<file path="src/rtl/fm_sb_pkg.sv">
// Shared types and defaults for the fast-monitoring spy-buffer playback path.
package fm_sb_pkg;

    localparam int MON_DW_MAX        = 256;
    localparam int PB_MODE_WIDTH     = 2;
    localparam int PB_FIFO_DEPTH_DEF = 4;

    // Playback mode as programmed by software.
    typedef enum logic [PB_MODE_WIDTH-1:0] {
        PB_OFF     = 2'b00,
        PB_ONESHOT = 2'b01,
        PB_LOOP    = 2'b10,
        PB_STEP    = 2'b11
    } pb_mode_t;

    // Playback sequencer state.
    typedef enum logic [1:0] {
        IDLE  = 2'b00,
        RUN   = 2'b01,
        DRAIN = 2'b10
    } pb_state_t;

endpackage

</file>
<file path="src/rtl/fm_sb_playback_if.sv">
// SB memory read port plus playback valid/ready stream.
// master: playback engine; slave: memory and downstream stream mux.
interface fm_sb_playback_if #(
    parameter int DW = 256,
    parameter int AW = 10
);
    logic          mem_rd_en;
    logic [AW-1:0] mem_rd_addr;
    logic [DW-1:0] mem_rd_data;
    logic [DW-1:0] pb_data;
    logic          pb_vld;
    logic          pb_ready;

    modport master (
        output mem_rd_en, mem_rd_addr, pb_data, pb_vld,
        input  mem_rd_data, pb_ready
    );

    modport slave (
        input  mem_rd_en, mem_rd_addr, pb_data, pb_vld,
        output mem_rd_data, pb_ready
    );
endinterface

</file>
<file path="src/rtl/fm_sb_pb_fifo.sv">
// Show-ahead output FIFO for playback words, with occupancy count and flush.
module fm_sb_pb_fifo #(
    parameter int DW    = 256,
    parameter int DEPTH = 4
) (
    input  logic                     clk,
    input  logic                     rst_n,
    input  logic                     flush,
    input  logic                     wr_en,
    input  logic [DW-1:0]            wr_data,
    input  logic                     rd_en,
    output logic [DW-1:0]            rd_data,
    output logic                     empty,
    output logic [$clog2(DEPTH):0]   count
);
    localparam int PW = $clog2(DEPTH);
    localparam int CW = PW + 1;

    logic [DW-1:0] mem [DEPTH];
    logic [PW-1:0] wr_ptr;
    logic [PW-1:0] rd_ptr;

    // Storage write.
    // NOTE: the storage array is never reset; count says which entries are valid, so only pointers reset.
    always_ff @(posedge clk) begin
        if (wr_en) begin
            mem[wr_ptr] <= wr_data;
        end
    end

    // Pointer and occupancy update; flush empties the FIFO in one cycle.
    // NOTE: sequential state uses non-blocking assignments so every register samples pre-edge values.
    always_ff @(posedge clk) begin
        if (!rst_n || flush) begin
            wr_ptr <= '0;
            rd_ptr <= '0;
            count  <= '0;
        end else begin
            if (wr_en) wr_ptr <= wr_ptr + PW'(1);
            if (rd_en) rd_ptr <= rd_ptr + PW'(1);
            count <= count + CW'(wr_en) - CW'(rd_en);
        end
    end

    assign rd_data = mem[rd_ptr];
    assign empty   = (count == '0);

endmodule

</file>
<file path="src/rtl/fm_sb_playback.sv">
// Spy-buffer playback engine: reads preloaded SB memory words and streams them out.
// Optional feature macro: FM_SB_PB_GAP_EN adds pb_gap[7:0], idle cycles after each word.
module fm_sb_playback
    import fm_sb_pkg::*;
#(
    parameter int DW         = MON_DW_MAX,
    parameter int AW         = 10,
    parameter int RD_LAT     = 2,
    parameter int FIFO_DEPTH = PB_FIFO_DEPTH_DEF
) (
    input  logic                clk,
    input  logic                rst_n,
    input  pb_mode_t            pb_mode,
    input  logic                pb_start,
    input  logic [AW-1:0]       pb_last_addr,
`ifdef FM_SB_PB_GAP_EN
    input  logic [7:0]          pb_gap,
`endif
    fm_sb_playback_if.master    pb_if,
    output logic                pb_busy,
    output logic                pb_done,
    output logic [31:0]         pb_words
);
    localparam int CW = $clog2(FIFO_DEPTH) + 1;

    pb_state_t         state, state_nxt;
    pb_mode_t          mode_q;
    logic [AW-1:0]     last_q;
    logic [AW-1:0]     addr_q;
    logic              step_pend;
    logic [RD_LAT-1:0] inflight_sr;
    logic [CW-1:0]     fifo_cnt;
    logic              fifo_empty;
    logic [DW-1:0]     fifo_data;
    logic              start_ok, abort, room, issue, drain_done;
    logic              gap_open, vld, pop;

    // Sequencer state register.
    always_ff @(posedge clk) begin
        if (!rst_n) state <= IDLE;
        else        state <= state_nxt;
    end

    // Next-state: ONESHOT drains after its last read; OFF aborts from anywhere.
    // NOTE: every combinational output gets a default first so no latch is inferred.
    always_comb begin
        state_nxt = state;
        case (state)
            IDLE:    if (start_ok) state_nxt = RUN;
            RUN: begin
                if (abort)
                    state_nxt = IDLE;
                else if (issue && mode_q == PB_ONESHOT && addr_q == last_q)
                    state_nxt = DRAIN;
            end
            DRAIN:   if (abort || drain_done) state_nxt = IDLE;
            default: state_nxt = IDLE;
        endcase
    end

    // Outputs and issue decode; a read only goes out if its return slot is guaranteed.
    always_comb begin
        start_ok    = (state == IDLE) && pb_start && (pb_mode != PB_OFF);
        abort       = (state != IDLE) && (pb_mode == PB_OFF);
        room        = (int'(fifo_cnt) + $countones(inflight_sr)) < FIFO_DEPTH;
        issue       = (state == RUN) && !abort && room && ((mode_q != PB_STEP) || step_pend);
        drain_done  = (inflight_sr == '0) && fifo_empty;
        pb_busy     = (state != IDLE);
        pb_if.mem_rd_en   = issue;
        pb_if.mem_rd_addr = addr_q;
    end

    // Run configuration, read address, pending step request and sticky done flag.
    always_ff @(posedge clk) begin
        if (!rst_n) begin
            mode_q    <= PB_OFF;
            last_q    <= '0;
            addr_q    <= '0;
            step_pend <= 1'b0;
            pb_done   <= 1'b0;
        end else if (start_ok) begin
            mode_q    <= pb_mode;
            last_q    <= pb_last_addr;
            addr_q    <= '0;
            step_pend <= (pb_mode == PB_STEP);
            pb_done   <= 1'b0;
        end else begin
            if (issue) addr_q <= (addr_q == last_q) ? '0 : addr_q + AW'(1);
            // A new step pulse wins over the one being consumed this cycle.
            if (state == RUN && mode_q == PB_STEP && pb_start) step_pend <= 1'b1;
            else if (issue)                                    step_pend <= 1'b0;
            if (state == DRAIN && !abort && drain_done) pb_done <= 1'b1;
        end
    end

    // In-flight tracker: the top bit marks the cycle read data returns from memory.
    always_ff @(posedge clk) begin
        if (!rst_n || abort) inflight_sr <= '0;
        else                 inflight_sr <= (inflight_sr << 1) | RD_LAT'(issue);
    end

    fm_sb_pb_fifo #(
        .DW    (DW),
        .DEPTH (FIFO_DEPTH)
    ) u_fifo (
        .clk     (clk),
        .rst_n   (rst_n),
        .flush   (abort),
        .wr_en   (inflight_sr[RD_LAT-1] && !abort),
        .wr_data (pb_if.mem_rd_data),
        .rd_en   (pop),
        .rd_data (fifo_data),
        .empty   (fifo_empty),
        .count   (fifo_cnt)
    );

`ifdef FM_SB_PB_GAP_EN
    logic [7:0] gap_q, gap_cnt;

    // Inter-word gap: reload after each transfer, count down to reopen the stream.
    always_ff @(posedge clk) begin
        if (!rst_n) begin
            gap_q   <= '0;
            gap_cnt <= '0;
        end else begin
            if (start_ok) gap_q <= pb_gap;
            if (abort || start_ok) gap_cnt <= '0;
            else if (pop)          gap_cnt <= gap_q;
            else if (gap_cnt != '0) gap_cnt <= gap_cnt - 8'd1;
        end
    end
    assign gap_open = (gap_cnt == '0);
`else
    assign gap_open = 1'b1;
`endif

    assign vld            = !fifo_empty && gap_open;
    assign pop            = vld && pb_if.pb_ready;
    assign pb_if.pb_vld   = vld;
    assign pb_if.pb_data  = vld ? fifo_data : '0;

    // Saturating count of transferred words since the last accepted start.
    always_ff @(posedge clk) begin
        if (!rst_n || start_ok)         pb_words <= '0;
        else if (pop && pb_words != '1) pb_words <= pb_words + 32'd1;
    end

endmodule
</file>
<file path="src/flat_wrapper.sv">
// flat-port wrapper written by rule: the top's interface ports become plain ports
module fm_sb_playback_flat import fm_sb_pkg::*;
#(
    parameter int DW         = MON_DW_MAX,
    parameter int AW         = 10,
    parameter int RD_LAT     = 2,
    parameter int FIFO_DEPTH = PB_FIFO_DEPTH_DEF
)
  (clk, rst_n, pb_mode, pb_start, pb_last_addr, pb_busy, pb_done, pb_words, pb_if_mem_rd_en, pb_if_mem_rd_addr, pb_if_pb_data, pb_if_pb_vld, pb_if_mem_rd_data, pb_if_pb_ready);
  fm_sb_playback_if #(.DW(DW), .AW(AW)) pb_if_i ();
  input  logic clk;
  input  logic rst_n;
  input  pb_mode_t pb_mode;
  input  logic pb_start;
  input  logic [AW-1:0] pb_last_addr;
  output logic pb_busy;
  output logic pb_done;
  output logic [31:0] pb_words;
  output wire logic [$bits(pb_if_i.mem_rd_en)-1:0] pb_if_mem_rd_en;
  output wire logic [$bits(pb_if_i.mem_rd_addr)-1:0] pb_if_mem_rd_addr;
  output wire logic [$bits(pb_if_i.pb_data)-1:0] pb_if_pb_data;
  output wire logic [$bits(pb_if_i.pb_vld)-1:0] pb_if_pb_vld;
  input wire logic [$bits(pb_if_i.mem_rd_data)-1:0] pb_if_mem_rd_data;
  input wire logic [$bits(pb_if_i.pb_ready)-1:0] pb_if_pb_ready;
  assign pb_if_mem_rd_en = pb_if_i.mem_rd_en;
  assign pb_if_mem_rd_addr = pb_if_i.mem_rd_addr;
  assign pb_if_pb_data = pb_if_i.pb_data;
  assign pb_if_pb_vld = pb_if_i.pb_vld;
  assign pb_if_i.mem_rd_data = pb_if_mem_rd_data;
  assign pb_if_i.pb_ready = pb_if_pb_ready;
  fm_sb_playback #(.DW(DW), .AW(AW), .RD_LAT(RD_LAT), .FIFO_DEPTH(FIFO_DEPTH)) u_core (.clk(clk), .rst_n(rst_n), .pb_mode(pb_mode), .pb_start(pb_start), .pb_last_addr(pb_last_addr), .pb_if(pb_if_i), .pb_busy(pb_busy), .pb_done(pb_done), .pb_words(pb_words));
endmodule
</file>
<file path="config.mk">
export PLATFORM = sky130hd
export DESIGN_NAME = fm_sb_playback_flat
export DESIGN_NICKNAME = d
export VERILOG_FILES = /design/src/rtl/fm_sb_pkg.sv /design/src/rtl/fm_sb_playback_if.sv /design/src/rtl/fm_sb_pb_fifo.sv /design/src/rtl/fm_sb_playback.sv /design/src/flat_wrapper.sv
export SDC_FILE = /design/constraint.sdc
export NUM_CORES = 1
export LEC_CHECK = 0
export BUFFER_PORTS_ARGS = -buffer_cell sky130_fd_sc_hd__clkbuf_2
export CAP_MARGIN = 20
export CORE_MARGIN = 2
export CORE_UTILIZATION = 30
export CTS_CLUSTER_DIAMETER = 200
export DETAILED_ROUTE_END_ITERATION = 16
export GPL_TIMING_DRIVEN = 0
export HOLD_SLACK_MARGIN = 0.03
export SLEW_MARGIN = 10
export SYNTH_ARGS = -nofsm -noshare
export SYNTH_HDL_FRONTEND = slang
export SYNTH_SLANG_ARGS = --single-unit
</file>
<file path="constraint.sdc">
create_clock -name clk -period 8.4 [get_ports clk]
set_clock_uncertainty 0.05 [all_clocks]
set_input_delay 0.84 -clock clk [delete_from_list [all_inputs] [get_ports clk]]
set_output_delay 0.84 -clock clk [all_outputs]
set_load 0.02 [all_outputs]
</file>
==> out/metrics.cfg <==
[power_and_ir_drop]
vdd_drop_max_v = 0.000202
seq_power_share_pct = 39.9
clockPowerShare_pct = 33.0
p_leak_nw = 17.1
swShare_pct = 31.2
total_power_mw = 15.1
power.density_nw_per_um2 = 293
comb_power_share_pct = 27.2
p_int_mw = 10.4
p_switching_mw = 4.71

[clock_tree]
cts_hold_buffers = 0
htree_levels = 3
cts_buffer_depth = 3
clock_sinks = 1093
clk_latency_ns = 0.72
cts_made_buffers = 116
ctsResizeCount = 0
cts_tree = built
cts_setup_buffers = 0
root_buffer = clkbuf_16
path_clk_slew_ns = 0.06

[critical_path]
crit_fanout = 10
worstSetupPathType = reg -> out
timing.rr.end = u_core.u_fifo.mem[0][12]
r2r_cells = 7
required_ns = 7.51
cp-start-kind = register
critical_path_arrival_ns = 3.70
timing.rr.start = u_core.state[0]
end_kind = primary output
reg2reg_slack_ns = 5.04

[layout]
final_util_pct = 37.0
fin_area_um2 = 51500
finalNetCount = 3031
nFillCells = 12878
drive_gt1_share_pct = 37.4
syn_to_final_growth_pct = 22.9

[detailed_routing]
wl_per_cell_um = 21.9
viasPerCell = 4.58
first_pass_iters = 5
wl_mm = 103
num_vias = 21643
postRouteAntennaNets = 0
drt_iter0_drc = 1218
drcViolationCount = 0

[worst_hold_path]
hold_start = pb_if_mem_rd_data[136]
holdPathEnd = u_core.u_fifo.mem[0][136]
hp-class = in -> reg
holdPathStages = 1

[timing]
worst-slew-pin-transition_ns = 1.10
fin_crit_ns = 4.59
rsz0062_at_grt = false
slew_viol_final = 0
hold_violations = 0
finalSetupViolations = 0
hold_slack_ns = 0.272
fin_crit_sh_pct = 54.6
worst_slack_ns = 3.81
fmax_mhz = 218
max-slew-margin-rel_pct = 26.0

[grt]
grt_max_degree = 50
antenna_found_initial = 21
track_usage_pct = 14.2
gr-total-overflow = 0
grt_pass1_vias = 22381
grt_pass1_wl_mm = 149

[yosys]
synthArstFlopShare_pct = 0
synth.avg_cell_area_um2 = 20.6
synth_top_area_share_pct = 73.3
yosysSeqAreaShare_pct = 76.6
synthesis.area_um2 = 41900
yosysWarnings = 0
synth.area.top_cells = edfxtp_1 (73%), mux4_2 (14%), and2_1 (3.9%)
synth_nets = 2316
ys.flop_type = edfxtp_1
yosys.area.top_type = edfxtp_1
syn_inst = 2032
synth_edf_count = 1024
synth_cell_types = 50
ys_seq_elements = 1093

[floorplanning]
row_count = 137
core_um2 = 139000
die_width_um = 378
die_y_um = 378
initial_core_util_pct = 30.1
dieArea_um2 = 143000
num_io_pins = 574

[placed_design]
placed_cell_area_um2 = 47800
io_buffers = 572
globalplace.congestion = 0.814
place.detailed.hpwl_mm = 70.1
dp_slack_ns = 4.23

[outcome]
status = completed

[run]
max-cap-violations = 0

==> area by class of cell <==
type | count | area (µm²) | area share, %
sequential | 1093 | 32100 | 62.4
multi-input combinational | 826 | 9350 | 18.1
timing repair buffer | 597 | 3500 | 6.80
clock buffer | 144 | 3060 | 5.94
tap | 1876 | 2350 | 4.56
clock inverter | 66 | 649 | 1.26
buffer | 98 | 404 | 0.785
inverter | 15 | 56.3 | 0.109
antenna | 7 | 17.5 | 0.0340
==> kinds of logic after synthesis <==
family | count (synthesis) | share of synthesized area, %
flip-flops | 1093 | 76.6
AND/OR/NAND/NOR | 451 | 6.22
multiplexers | 258 | 13.8
buffers and inverters | 113 | 1.09
AO/OA/AOI/OAI | 69 | 1.12
XOR/XNOR | 36 | 0.752
adder cells (fa/ha/maj) | 12 | 0.376
==> cells in the mapped netlist (3+ instances only) <==
cell       number
xor2_1          7
or2_2           4
or4_1          10
o21ai_0        12
and2_1        263
and4_1          6
a21boi_0       12
a21oi_1        20
buf_1          15
nand3_1        15
nor3_1          5
dfxtp_1        69
nor2_1         41
nor4b_1         3
mux4_2        256
inv_1          15
a2111oi_2       3
nor4_1         12
nand4_1        14
nand2_1        57
xnor2_1        29
o211ai_1        3
o31ai_1         5
edfxtp_1     1024
buf_2          26
clkbuf_1       57
ha_1           11
or3_1          10
==> registers in the layout (all words and copies together), names as in the netlist, named ones only <==
register / flops
u_core.pb_words: 32
u_core.inflight_sr: 2
u_core.pb_done: 1
u_core.u_fifo.rd_ptr: 2
u_core.u_fifo.wr_ptr: 2
u_core.pb_if.mem_rd_addr: 10
u_core.state: 2
u_core.mode_q: 2
u_core.u_fifo.count: 3
u_core.u_fifo.mem: 1024
u_core.step_pend: 1
u_core.last_q: 10
==> cells in the final DEF, fill, tap and decap left out, types with 3 or more instances in the layout <==
| cell type | n |
|---|---|
| o211ai_1 | 3 |
| nand2_1 | 57 |
| nand3_1 | 15 |
| clkinv_2 | 20 |
| clkinv_16 | 3 |
| and2_1 | 259 |
| o21ai_0 | 12 |
| inv_1 | 15 |
| ha_1 | 11 |
| or2_2 | 4 |
| nor4b_1 | 3 |
| o31ai_1 | 5 |
| or3_1 | 10 |
| diode_2 | 7 |
| buf_1 | 15 |
| mux4_2 | 256 |
| xnor2_1 | 29 |
| xor2_1 | 7 |
| inv_6 | 5 |
| nand4_1 | 14 |
| and2_4 | 4 |
| nor2_1 | 41 |
| a21oi_1 | 20 |
| a2111oi_2 | 3 |
| and4_1 | 6 |
| clkinv_1 | 21 |
| clkbuf_16 | 118 |
| buf_2 | 26 |
| dfxtp_1 | 69 |
| edfxtp_1 | 1024 |
| bufinv_16 | 9 |
| nor3_1 | 5 |
| clkbuf_1 | 79 |
| a21boi_0 | 12 |
| clkinvlp_4 | 5 |
| clkbuf_2 | 575 |
| buf_16 | 21 |
| or4_1 | 10 |
| nor4_1 | 12 |
==> critical path, cell delays in order, from the launching register on <==
cell	delay [ns]
dfxtp_1	0.48
clkbuf_1	0.68
clkbuf_1	0.85
mux4_2	0.38
and2_1	0.34
clkbuf_2	0.24
==> stage by stage <==
stage	TNS (ns)	cells
2_1_floorplan	0	2032
3_3_place_gp	-5057.56	4480
3_5_place_dp	0	4503
4_1_cts	0	4713
5_1_grt	0	4718
6_report	0	4722
==> metal layers <==
layer  GRT usage [%]  vias to the layer above  routed length (µm)
li1                -                     9650                   -
met4            4.53                       28                2410
met5               0                        -                 181
met3            4.83                      186                8260
met1            17.5                    11175               41400
met2            23.5                      604               51100
==> power groups by stage <==
| stage | Combinational, mW | Sequential [mW] | Clock [mW] |
|---|---|---|---|
| final | 4.10 | 6.02 | 4.98 |
| after global routing | 4.45 | 6.02 | 5.33 |
| after CTS | 4.24 | 6.02 | 5.13 |
| after detailed placement | 4.23 | 6.14 | 0 |
| after global placement | 4.22 | 6.15 | 0 |
| after floorplan | 2.56 | 6.14 | 0 |
==> how the worst max path moves through the flow <==
stage                     from                   endpoint  slack, ns  cells after the start
floorplan           pb_mode[1]    u_core.u_fifo.mem[1][0]       0.74                      3
global placement    pb_mode[1]  u_core.u_fifo.mem[1][210]      -5.15                      4
detailed placement    register         pb_if_pb_data[112]       4.23                      6
CTS                   register         pb_if_pb_data[112]       3.43                      6
global route          register         pb_if_pb_data[112]       3.36                      5
finish                register         pb_if_pb_data[112]       3.81                      5
Note: power is estimated with default switching activity, not from simulation.
